### config.mk
export PLATFORM = sky130hd
export DESIGN_NAME = dmem_access_ctrl
export DESIGN_NICKNAME = d
export VERILOG_FILES = /design/src/rtl/dmem_pkg.sv /design/src/rtl/dmem_arb_sel.sv /design/src/rtl/dmem_access_ctrl.sv
export SDC_FILE = /design/constraint.sdc
export NUM_CORES = 1
export LEC_CHECK = 0
export ABC_AREA = 1
export CAP_MARGIN = 25
export CORE_ASPECT_RATIO = 0.9
export CORE_MARGIN = 1
export CORE_UTILIZATION = 36
export CTS_CLUSTER_DIAMETER = 100
export DETAILED_ROUTE_END_ITERATION = 6
export PLACE_DENSITY = 0.77
export SLEW_MARGIN = 20
export SYNTH_ARGS = -nofsm -noshare
export SYNTH_HDL_FRONTEND = slang
export SYNTH_SLANG_ARGS = --single-unit
export TNS_END_PERCENT = 10
### constraint.sdc
create_clock -name CLK -period 3.1 [get_ports CLK]
set_clock_uncertainty 0.05 [all_clocks]
set_input_delay 0.31 -clock CLK [delete_from_list [all_inputs] [get_ports CLK]]
set_output_delay 0.31 -clock CLK [all_outputs]
set_load 0.01 [all_outputs]
### src/rtl/dmem_pkg.sv
// Shared constants and types for the data-memory access controller.
// Size codes, FSM state encoding, requester ids and the registered request record.
package dmem_pkg;

  localparam logic [1:0] SZ_NONE = 2'b00;
  localparam logic [1:0] SZ_BYTE = 2'b01;
  localparam logic [1:0] SZ_HALF = 2'b10;
  localparam logic [1:0] SZ_WORD = 2'b11;

  localparam logic REQ_M0 = 1'b0;
  localparam logic REQ_M1 = 1'b1;

  typedef enum logic [1:0] {
    ST_IDLE   = 2'd0,
    ST_ACCESS = 2'd1,
    ST_RESP   = 2'd2
  } state_e;

  typedef struct packed {
    logic        we;
    logic [1:0]  size;
    logic        uns;
    logic [31:0] addr;
    logic [31:0] wdata;
  } req_t;

endpackage

### src/rtl/dmem_arb_sel.sv
// Grant selection between the two requesters of the data-memory port.
// Default: M0 priority with an M1 starvation override; DMEM_ARB_RR_EN selects round-robin.
module dmem_arb_sel
  import dmem_pkg::*;
#(
  parameter int STARVE_LIMIT = 4
) (
  input  logic       clk,
  input  logic       rst,
  input  logic       req0_i,
  input  logic       req1_i,
  input  logic       idle_i,
  output logic [1:0] gnt_o
);

`ifdef DMEM_ARB_RR_EN
  // Pointer remembers who was served last; reset value lets M0 win the first contention.
  logic last_q, last_d;

  always_comb begin
    gnt_o  = 2'b00;
    last_d = last_q;
    if (idle_i) begin
      if (req0_i && req1_i) gnt_o = (last_q == REQ_M0) ? 2'b10 : 2'b01;
      else if (req0_i)      gnt_o = 2'b01;
      else if (req1_i)      gnt_o = 2'b10;
      if (gnt_o[1])      last_d = REQ_M1;
      else if (gnt_o[0]) last_d = REQ_M0;
    end
  end

  always_ff @(posedge clk or posedge rst) begin
    if (rst) last_q <= REQ_M1;
    else     last_q <= last_d;
  end
`else
  localparam logic [3:0] LIMIT = 4'(STARVE_LIMIT);

  logic [3:0] starve_q, starve_d;

  always_comb begin
    gnt_o    = 2'b00;
    starve_d = starve_q;
    if (idle_i) begin
      if (req1_i && (starve_q == LIMIT)) gnt_o = 2'b10;
      else if (req0_i)                   gnt_o = 2'b01;
      else if (req1_i)                   gnt_o = 2'b10;
      if (gnt_o[1])                                       starve_d = 4'd0;
      else if (gnt_o[0] && req1_i && (starve_q != LIMIT)) starve_d = starve_q + 4'd1;
    end
  end

  always_ff @(posedge clk or posedge rst) begin
    if (rst) starve_q <= 4'd0;
    else     starve_q <= starve_d;
  end
`endif

endmodule

### src/rtl/dmem_access_ctrl.sv
// MA-stage sequencer/arbiter sharing one DATA_MEMORY port between two requesters.
// Optional macro DMEM_ARB_RR_EN switches arbitration to round-robin.
module dmem_access_ctrl
  import dmem_pkg::*;
#(
  parameter int MEM_LAT      = 1,
  parameter int STARVE_LIMIT = 4
) (
  input  logic        CLK,
  input  logic        RESET,
  input  logic        M0_REQ,
  input  logic        M0_WE,
  input  logic [1:0]  M0_SIZE,
  input  logic        M0_UNSIGNED,
  input  logic [31:0] M0_ADDR,
  input  logic [31:0] M0_WDATA,
  output logic        M0_GNT,
  output logic        M0_RVALID,
  output logic [31:0] M0_RDATA,
  output logic        M0_ERR,
  input  logic        M1_REQ,
  input  logic        M1_WE,
  input  logic [1:0]  M1_SIZE,
  input  logic        M1_UNSIGNED,
  input  logic [31:0] M1_ADDR,
  input  logic [31:0] M1_WDATA,
  output logic        M1_GNT,
  output logic        M1_RVALID,
  output logic [31:0] M1_RDATA,
  output logic        M1_ERR,
  output logic [1:0]  MEM_WRITE,
  output logic [1:0]  MEM_READ,
  output logic [31:0] MEM_ADDR,
  output logic [31:0] MEM_DATA_IN,
  input  logic [31:0] MEM_DATA_OUT,
  output logic        BUSY
);

  localparam logic [2:0] LAT_LAST = 3'(MEM_LAT - 1);

  state_e      state_q, state_d;
  req_t        req_q, req_d, win;
  logic        owner_q, owner_d;
  logic        err_q, err_d;
  logic [31:0] rdata_q, rdata_d;
  logic [2:0]  lat_q, lat_d;
  logic [1:0]  gnt;
  logic        win_err;
  logic        arb_idle;
  logic [31:0] ext_data;

  // Grants are only offered from IDLE and never while reset is asserted.
  assign arb_idle = (state_q == ST_IDLE) && !RESET;

  dmem_arb_sel #(
    .STARVE_LIMIT(STARVE_LIMIT)
  ) u_arb (
    .clk   (CLK),
    .rst   (RESET),
    .req0_i(M0_REQ),
    .req1_i(M1_REQ),
    .idle_i(arb_idle),
    .gnt_o (gnt)
  );

  always_comb begin
    if (gnt[1]) win = '{we: M1_WE, size: M1_SIZE, uns: M1_UNSIGNED, addr: M1_ADDR, wdata: M1_WDATA};
    else        win = '{we: M0_WE, size: M0_SIZE, uns: M0_UNSIGNED, addr: M0_ADDR, wdata: M0_WDATA};
  end

  always_comb begin
    win_err = 1'b0;
    case (win.size)
      SZ_NONE: win_err = 1'b1;
      SZ_HALF: win_err = win.addr[0];
      SZ_WORD: win_err = |win.addr[1:0];
      default: win_err = 1'b0;
    endcase
  end

  always_comb begin
    ext_data = MEM_DATA_OUT;
    case (req_q.size)
      SZ_BYTE: ext_data = req_q.uns ? {24'h0, MEM_DATA_OUT[7:0]}
                                    : {{24{MEM_DATA_OUT[7]}}, MEM_DATA_OUT[7:0]};
      SZ_HALF: ext_data = req_q.uns ? {16'h0, MEM_DATA_OUT[15:0]}
                                    : {{16{MEM_DATA_OUT[15]}}, MEM_DATA_OUT[15:0]};
      default: ext_data = MEM_DATA_OUT;
    endcase
  end

  always_comb begin
    state_d = state_q;
    req_d   = req_q;
    owner_d = owner_q;
    err_d   = err_q;
    rdata_d = rdata_q;
    lat_d   = lat_q;
    case (state_q)
      ST_IDLE: begin
        if (|gnt) begin
          req_d   = win;
          owner_d = gnt[1] ? REQ_M1 : REQ_M0;
          err_d   = win_err;
          rdata_d = 32'h0;
          lat_d   = 3'd0;
          state_d = win_err ? ST_RESP : ST_ACCESS;
        end
      end
      ST_ACCESS: begin
        if (lat_q == LAT_LAST) begin
          if (!req_q.we) rdata_d = ext_data;
          state_d = ST_RESP;
        end else begin
          lat_d = lat_q + 3'd1;
        end
      end
      ST_RESP: state_d = ST_IDLE;
      default: state_d = ST_IDLE;
    endcase
  end

  always_ff @(posedge CLK or posedge RESET) begin
    if (RESET) begin
      state_q <= ST_IDLE;
      req_q   <= '0;
      owner_q <= REQ_M0;
      err_q   <= 1'b0;
      rdata_q <= 32'h0;
      lat_q   <= 3'd0;
    end else begin
      state_q <= state_d;
      req_q   <= req_d;
      owner_q <= owner_d;
      err_q   <= err_d;
      rdata_q <= rdata_d;
      lat_q   <= lat_d;
    end
  end

  // Memory command is driven purely from state so an async reset drops it at once.
  always_comb begin
    MEM_ADDR    = 32'h0;
    MEM_DATA_IN = 32'h0;
    MEM_WRITE   = SZ_NONE;
    MEM_READ    = SZ_NONE;
    if (state_q == ST_ACCESS) begin
      MEM_ADDR    = req_q.addr;
      MEM_DATA_IN = req_q.wdata;
      if (req_q.we) MEM_WRITE = req_q.size;
      else          MEM_READ  = req_q.size;
    end
  end

  assign M0_GNT    = gnt[0];
  assign M1_GNT    = gnt[1];
  assign M0_RVALID = (state_q == ST_RESP) && (owner_q == REQ_M0);
  assign M1_RVALID = (state_q == ST_RESP) && (owner_q == REQ_M1);
  assign M0_RDATA  = M0_RVALID ? rdata_q : 32'h0;
  assign M1_RDATA  = M1_RVALID ? rdata_q : 32'h0;
  assign M0_ERR    = M0_RVALID && err_q;
  assign M1_ERR    = M1_RVALID && err_q;
  assign BUSY      = (state_q != ST_IDLE);

endmodule

# Word-level counts from Yosys, hierarchy flattened
# Cells that the tools add are included.
word_totals:
  reg_bits: 111
  in_bits: 172
  wordCells: 80
classes:
  add_sub_neg: 2
  n_eq_ne: 12
  n_mux: 32
  n_bitwise: 1
  n_reduce_logical: 22
op_table:
  columns: ["op", "count"]
  rows:
  - ["two-way mux 32 bit", 9]
  - ["one-hot mux 32 bit (2 select lines)", 2]
  - ["two-way mux 68 bit", 1]
  - ["two-way mux 2 bit", 12]
  - ["equality test 2 bit, second input constant", 4]
  - ["logical AND 1 bit", 8]
  - ["two-way mux 4 bit", 2]
  - ["two-way mux 3 bit", 2]
  - ["!= test 2 bit, second input constant", 3]
  - ["one-hot mux 3 bit (2 select lines)", 1]
  - ["AND reduction 2 bit", 3]
  - ["nonzero test 2 bit", 3]
  - ["adder 4 x 1 -> 4 bit, second input constant", 1]
  - ["equality test 2 x 1 -> 1 bit, second input constant", 2]
  - ["equality test 4 x 3 -> 1 bit, second input constant", 1]
  - ["logical NOT 2 bit", 2]
  - ["!= test 4 x 3 -> 1 bit, second input constant", 1]
  - ["one-hot mux 2 bit (2 select lines)", 1]
  - ["AND reduction 4 bit", 1]
  - ["OR reduction 2 bit", 2]
  - ["adder 3 x 1 -> 3 bit, second input constant", 1]
  - ["logical NOT 3 bit", 1]
  - ["one-hot mux 1 bit (3 select lines)", 1]
  - ["AND reduction 3 bit", 1]
  - ["other kinds (4)", 4]

# Logic depth before layout (Yosys ltp)
# Gate-level depths: netlist of the first run.
depth:
  word_depth: 11
  depth_mapped: 14
  mapped_depth_nobuf: 14

# Modules after synthesis
# Synthesis of the first run repeated with hierarchy kept, for this count alone.
unflattened:
  hier_cells: 898
  area_unflattened_um2: 6228.5
modules_own_cells:
  columns: ["mod", "n_inst", "cells_per_inst", "area_per_inst_um2"]
  rows:
  - ["dmem_access_ctrl", 1, 858, 5949.5]
  - ["dmem_arb_sel", 1, 40, 279.0]

# Worst setup path before layout of the first run
# Ideal clock, no wire load.
synth_path:
  path_kind: "register to register"
  from: "register req_q[65] (netlist bit)"
  to: "register rdata_q[16]"
  t_arrival_ns: 1.682
  path_slack_ns: 1.250
  path_stages_with_launch: 9
  n_path_buf: 2
  path_cell_list: "dfrtp_1 > inv_1 > ha_1 > clkbuf_1 > o21ai_1 > clkbuf_1 > a21oi_1 > nand2_1 > o21ai_2"
synth_between:
  elab_chain_len: 5
  elab_cells_between_ends: 6
  cone_classes: "eq/ne: 2; mux: 4"
synth_lines:
  columns: ["element", "line", "source"]
  rows:
  - ["start, declared", "dmem_access_ctrl.sv:42", "req_t req_q, req_d, win;"]
  - ["start signal, assigned", "dmem_access_ctrl.sv:133", "req_q <= req_d;"]
  - ["equality test 2 bit / equality test 2 x 1 -> 1 bit (equally long branches)", "dmem_access_ctrl.sv:83", "case (req_q.size)"]
  - ["one-hot mux 32 bit (2 select lines) *", "dmem_access_ctrl.sv:83", null]
  - ["two-way mux 32 bit *", "dmem_access_ctrl.sv:112", "if (!req_q.we) rdata_d = ext_data;"]
  - ["two-way mux 32 bit *", "dmem_access_ctrl.sv:111", "if (lat_q == LAT_LAST) begin"]
  - ["one-hot mux 32 bit (2 select lines) *", "dmem_access_ctrl.sv:99", "case (state_q)"]
  - ["end signal, assigned", "dmem_access_ctrl.sv:136", "rdata_q <= rdata_d;"]
  - ["end, declared", "dmem_access_ctrl.sv:45", "logic [31:0] rdata_q, rdata_d;"]
# Every way passes the cells marked *; elsewhere a longest branch is shown, timed or not. The select of a mux whose other input is x is not followed.
# A chain may end at the register's enable or synchronous reset.

# Final worst setup path of the first run
layout_path:
  from: "register state_q[1]"
  to: "output M1_RDATA[9]"
layout_between:
  elab_chain_len: 3
layout_lines:
  columns: ["element", "line", "source"]
  rows:
  - ["start, declared", "dmem_access_ctrl.sv:41", "state_e state_q, state_d;"]
  - ["start signal, assigned", "dmem_access_ctrl.sv:132", "state_q <= state_d;"]
  - ["equality test 2 bit", "dmem_access_ctrl.sv:158", "assign M1_RVALID = (state_q == ST_RESP) && (owner_q == REQ_M1);"]
  - ["logical AND 1 bit", "dmem_access_ctrl.sv:158", null]
  - ["two-way mux 32 bit", "dmem_access_ctrl.sv:160", "assign M1_RDATA = M1_RVALID ? rdata_q : 32'h0;"]
  - ["end, declared", "dmem_access_ctrl.sv:29", "output logic [31:0] M1_RDATA,"]
# Every way passes these cells.

==> results of run 1 <==
[critical path: cells and delay by family (launching register included)]
kind	cells	cell delay, ns
buf+inv	3	1.09
flops	1	0.40
simple gates	2	0.47
[through the flow]
step                      power (uW)  hold WS [ns]
final                           6104        0.4606
after global routing            6561        0.4765
after CTS                       6139        0.4575
after detailed placement        4820        0.4408
after global placement          4739        0.4203
after floorplan                 3918        0.3952
[layout make-up]
type	instances	area, um2
fill	1505	6685
inverter	141	533.0
timing repair buffer	323	3271
clock inverter	7	100.1
tap	207	259.0
clock buffer	9	225.2
multi-input combinational	488	2390
sequential	111	2778
[cells in the mapped netlist]
cell and number:
nor2_1 204, inv_1 135, dfrtp_1 111, a21oi_1 92, o22ai_1 72, nand2_1 44, clkbuf_1 21, nand3_1 17
buf_2 14, o21ai_1 13, o21ai_2 13, buf_6 11, o21ai_0 10, buf_4 6, ha_1 6, inv_2 6
nor3_1 4, nand2_4 3, nand3_2 2, a32o_1 1, buf_1 1, nand2_2 1, nor2_2 1, nor2_4 1
nor2_8 1, o21ai_4 1, or2_2 1, xor2_1 1
[cell families after synthesis]
logic type | synth area share
AND/OR/NAND/NOR | 0.1894
AO/OA/AOI/OAI | 0.1938
buffers and inverters | 0.1414
flip-flops | 0.4615
adder cells (fa/ha/maj) | 0.01247
XOR/XNOR | 0.001456
[sequential cells by signal (all words and copies together), names as in the netlist]
name,cells
rdata_q,32
err_q,1
state_q,2
owner_q,1
u_arb.starve_q,4
req_q,68
lat_q,3
[path summary, 6_finish.rpt]
| kind | start | end | slack [ns] | depth (start not counted) |
|---|---|---|---|---|
| min reg2reg | err_q | err_q | 0.46 | 2 |
| max | state_q[1] | M1_RDATA[9] | 0.43 | 5 |
| min in group asynchronous | RESET | err_q | 0.51 | 3 |
| max in group asynchronous | RESET | req_q[14] | 1.90 | 3 |
| min | err_q | err_q | 0.46 | 2 |
| max reg2reg | state_q[0] | rdata_q[3] | 0.96 | 11 |
[layout by cell type (no fill, tap or decap), types with 2 or more instances in the layout]
master,instances
inv_2,6
clkdlybuf4s50_1,310
nand3_1,17
clkbuf_16,9
dfrtp_1,111
nand3_2,2
o21ai_1,13
inv_1,134
o21ai_2,13
nor2_1,204
a21oi_1,92
ha_1,6
nor3_1,4
o21ai_0,10
o22ai_1,72
buf_4,8
inv_6,4
nand2_4,3
buf_12,4
bufinv_16,2
nand2_1,44
[routing by layer]
metal  GRT usage  vias to the layer above  wire length, um
met1      0.2721                     2908             7857
li1            -                     3071                -
met4     0.06279                        0              242
met3     0.06228                       16             1419
met5           0                        -                0
met2      0.4367                      214            10270
[power by group]
part / internal (uW) / total, uW / switching [uW]
Sequential: 2020 / 2200 / 180
Combinational: 1080 / 2620 / 1540
Clock: 720 / 1290 / 566
==> results.toml, run 1 <==
[outcome]
status = "finished, violations left"
violations = "design-rule violations"

[sta]
rsz0062_at_grt = "no"
worst_pin_slew_ns = 0.9678
fin_crit_sh = 0.8617
fmax_mhz = 374.4
relSlewSlack = 0.3541
fin_ws_ns = 0.4287
fin_crit_ns = 2.671
finalSetupViolCount = 0
finalHoldViolCount = 0
tns_ns = 0
slew_viol_final = 0

[grt]
grt_pass1_wl_um = 32080
gr-total-overflow = 0
antenna_found_initial = 0
grt_max_degree = 74
grtUsageTotal = 0.2377
grt_pass1_vias = 6232

[placement]
dp_slack_ns = 0.6874
hpwl_um = 14210
port_buffers = 310
place.gp.congestion = 0.8121
placed_area_um2 = 9203
place_inst = 1269

[layout]
areaGrowthSynthToFinish_pct = 58.77
stdcell_count = 1286
final_nets = 1252
finish.instance_area_um2 = 9555
diodes = 0
post-route-util = 0.5884
drive_above_1_share = 0.05561

[clocking]
cts_setup_buffers = 0
root_buffer = "clkbuf_16"
clk-insertion-delay-late_ns = 0.35
cts_buffers = 9
hold_buffers = 0
cts_resized = 0
clock-sinks = 111
path_clk_slew_ns = 0.08
ctsLongestPathBuffers = 2
cts_tree = "yes"
cts-htree-levels = 3

[synthesis]
syn_inst = 793
synth_area_leader_cell = "dfrtp_1"
ys_warn_count = 0
synth_seq_cells = 111
synth_top_cell_area_share = 0.4615
synth.yosys.seq_area_share = 0.4615
ys_top_cells_by_area = "dfrtp_1 46%, nor2_1 13%, inv_1 8.4%"
avgSynthCellArea_um2 = 7.589
synth_nets = 971
synth.distinct_cells = 28
synthesis.area_um2 = 6018

[drt]
drt_wl_total_um = 19790
ant_nets = 0
drcViolationCount = 42
firstDrtPassIters = 6
via_per_inst = 4.828
route.vias.total = 6209
routedWlPerCell_um = 15.39
drtIter0Drc = 349

[setup_path]
worst_setup_path_end_kind = "output port"
slowest_delay_ns = 0.57
crit_chain = "inv_2 > nor3_1 > inv_1 > nor2_1 > clkdlybuf4s50_1"
critPathKind = "register to output port"
worstPathArrival_ns = 2.31
crit_fanout = 33
required_ns = 2.74
cp-start-kind = "register"
slowest_stage = "clkdlybuf4s50_1"

[floorplanning]
die-height_um = 124.7
ios = 311
coreArea_um2 = 16240
start_util = 0.3706
dieWidth_um = 138.3
dieArea_um2 = 17240
rows = 44

[power]
pwr_density_cell_nw_per_um2 = 638.8
ir_drop_uv = 327.6
power_leakage_uw = 0.004141

[worst_hold_path]
worst_hold_path_type = "register to register"

[job]
maxCapViolCount = 0
Note: power is estimated with default switching activity, not from simulation.
==> inputs of run 2 (changes only) <==
--- a/config.mk
+++ b/config.mk
@@ -13,7 +13,6 @@
 export CTS_CLUSTER_DIAMETER = 100
 export DETAILED_ROUTE_END_ITERATION = 6
 export PLACE_DENSITY = 0.77
-export SLEW_MARGIN = 20
 export SYNTH_ARGS = -nofsm -noshare
 export SYNTH_HDL_FRONTEND = slang
 export SYNTH_SLANG_ARGS = --single-unit
==> run 2 against run 1 <==
The run still ends with design-rule violations left. Via count grew 0.66%. Sequential share of layout area grew 0.16 points. Utilization shrank 0.32 points. Critical path depth is the same. Non-clock buffer count shrank 1. Cell area shrank 0.55%. Total power shrank 1.8%. Global-route usage shrank 0.21 points. Largest cell class unchanged. Highest routed layer unchanged.
==> results.toml, run 2 (synthesis gave the netlist of run 1 again) <==
[layout]
largest_reg_flops = 68
diodes = 0
largestRegisters = "req_q (68), rdata_q (32), u_arb.starve_q (4)"
drive_above_1_share = 0.05473
areaGrowthSynthToFinish_pct = 57.90
post-route-util = 0.5851
mostFrequentLayoutCells = "310 x clkdlybuf4s50_1, 204 x nor2_1, 134 x inv_1"
nFillCells = 1496
final_nets = 1251
finish.instance_area_um2 = 9503
final_common_cell = "clkdlybuf4s50_1"
regMostFlops = "req_q"

[clocking]
cts_buffers = 9
hold_buffers = 0
ctsLongestPathBuffers = 2
cts_resized = 0
clk-insertion-delay-late_ns = 0.36
cts_tree = "yes"
cts_setup_buffers = 0
path_clk_slew_ns = 0.07
clock-sinks = 111
root_buffer = "clkbuf_16"
cts-htree-levels = 3

[sta]
relSlewSlack = 0.3352
worst_pin_slew_ns = 0.9960
fin_crit_ns = 2.836
finalHoldViolCount = 0
slew_viol_final = 0
fin_ws_ns = 0.2636
rsz0062_at_grt = "no"
finalSetupViolCount = 0
fin_crit_sh = 0.9150
fmax_mhz = 352.6
tns_ns = 0

[floorplanning]
dieArea_um2 = 17240
die-height_um = 124.7
ios = 311
start_util = 0.3706
coreArea_um2 = 16240
rows = 44
dieWidth_um = 138.3

[drt]
via_per_inst = 4.864
routedWlPerCell_um = 15.33
drcViolationCount = 42
route.vias.total = 6250
drt_wl_total_um = 19700
firstDrtPassIters = 7
ant_nets = 0
drtIter0Drc = 372

[placement]
hpwl_um = 14210
dp_slack_ns = 0.6043
placed_area_um2 = 9203
place.gp.congestion = 0.8121
port_buffers = 310

[power]
p_switching_uw = 2282
comb_power_share = 0.431
pwr_density_cell_nw_per_um2 = 630.8
ir_drop_uv = 374.9
clkPwrFrac = 0.202
swShare = 0.3807
power_uw = 5994
power_leakage_uw = 0.004118
seqPwrFrac = 0.367
internal_power_uw = 3712

[setup_path]
endpoint = "M0_RDATA[4]"
critPathKind = "register to output port"
r2r_end = "rdata_q[3]"
worstPathArrival_ns = 2.48
reg2regPathDepth = 11
r2r_slack_ns = 0.94
critPathLaunch = "state_q[1]"
crit_fanout = 33
required_ns = 2.74
reg2reg_from = "state_q[0]"
worst_setup_path_end_kind = "output port"
cp-start-kind = "register"

[outcome]
status = "finished, violations left"
violations = "design-rule violations"

[worst_hold_path]
worst_hold_path_type = "register to register"

[grt]
gr-total-overflow = 0
grt_max_degree = 74
grt_pass1_wl_um = 31750
antenna_found_initial = 1
grtUsageTotal = 0.2356
grt_pass1_vias = 6105

[job]
maxCapViolCount = 0
[run 2: cell types whose count changed in the layout (fill, tap and decap cells not counted), sizes merged]
cell,change
buf,-1
clkinv,+1
bufinv,-1
[run 2: worst min-delay path by stage]
stage | cells after the start | from | endpoint
after CTS | 3 | MEM_DATA_OUT[0] | rdata_q[0]
final | 2 | err_q | err_q
after global routing | 3 | MEM_DATA_OUT[0] | rdata_q[0]
after floorplan | 2 | MEM_DATA_OUT[0] | rdata_q[0]
after detailed placement | 2 | err_q | err_q
after global placement | 2 | err_q | err_q
[run 2: cell type report]
class                   instances  area [um2]  area share
clock inverters                 7       75.07    0.007900
flip-flops and latches        111        2778      0.2923
well taps                     207       259.0     0.02725
clock buffers                   9       225.2     0.02370
inverters                     141       533.0     0.05609
repair buffers                322        3243      0.3413
multi-input cells             488        2390      0.2515
[run 2: per-layer routing]
| layer | wire length (um) | vias up | part of all wire | global-route usage |
|---|---|---|---|---|
| met5 | 0 | - | 0 | 0 |
| met4 | 424 | 0 | 0.022 | 0.08328 |
| met3 | 1589 | 24 | 0.081 | 0.06574 |
| met2 | 10030 | 230 | 0.51 | 0.4121 |
| met1 | 7654 | 2925 | 0.39 | 0.2762 |
| li1 | - | 3071 | - | - |
[run 2: through the flow]
step / instances / hold slack (ns)
4_1_cts: 1285 / 0.4549
3_5_place_dp: 1269 / 0.4394
6_report: 1285 / 0.4509
5_1_grt: 1285 / 0.4678
3_3_place_gp: 1268 / 0.4203
2_1_floorplan: 793 / 0.3952
[run 2: power groups by stage]
stage                     Sequential (uW)  Combinational [uW]  Clock, uW
after floorplan                      2180                1740          0
after global placement               2200                2540          0
after detailed placement             2230                2590          0
after CTS                            2200                2610       1250
after global routing                 2260                2870       1310
final                                2200                2580       1210
[run 2: critical path, stage by stage, from the launching register on]
cell             delay [ns]
dfrtp_1                0.40
inv_2                  0.07
nor3_1                 0.27
inv_1                  0.50
nor2_1                 0.27
clkdlybuf4s50_1        0.59
==> inputs of run 3 (changes only) <==
--- a/config.mk
+++ b/config.mk
@@ -13,6 +13,7 @@
 export CTS_CLUSTER_DIAMETER = 100
 export DETAILED_ROUTE_END_ITERATION = 6
 export PLACE_DENSITY = 0.77
+export SLEW_MARGIN = 20
 export SYNTH_ARGS = -nofsm -noshare
 export SYNTH_HDL_FRONTEND = slang
 export SYNTH_SLANG_ARGS = --single-unit
==> results of run 3 <==
The final DEF is identical to that of run 1; final timing and power are the same.
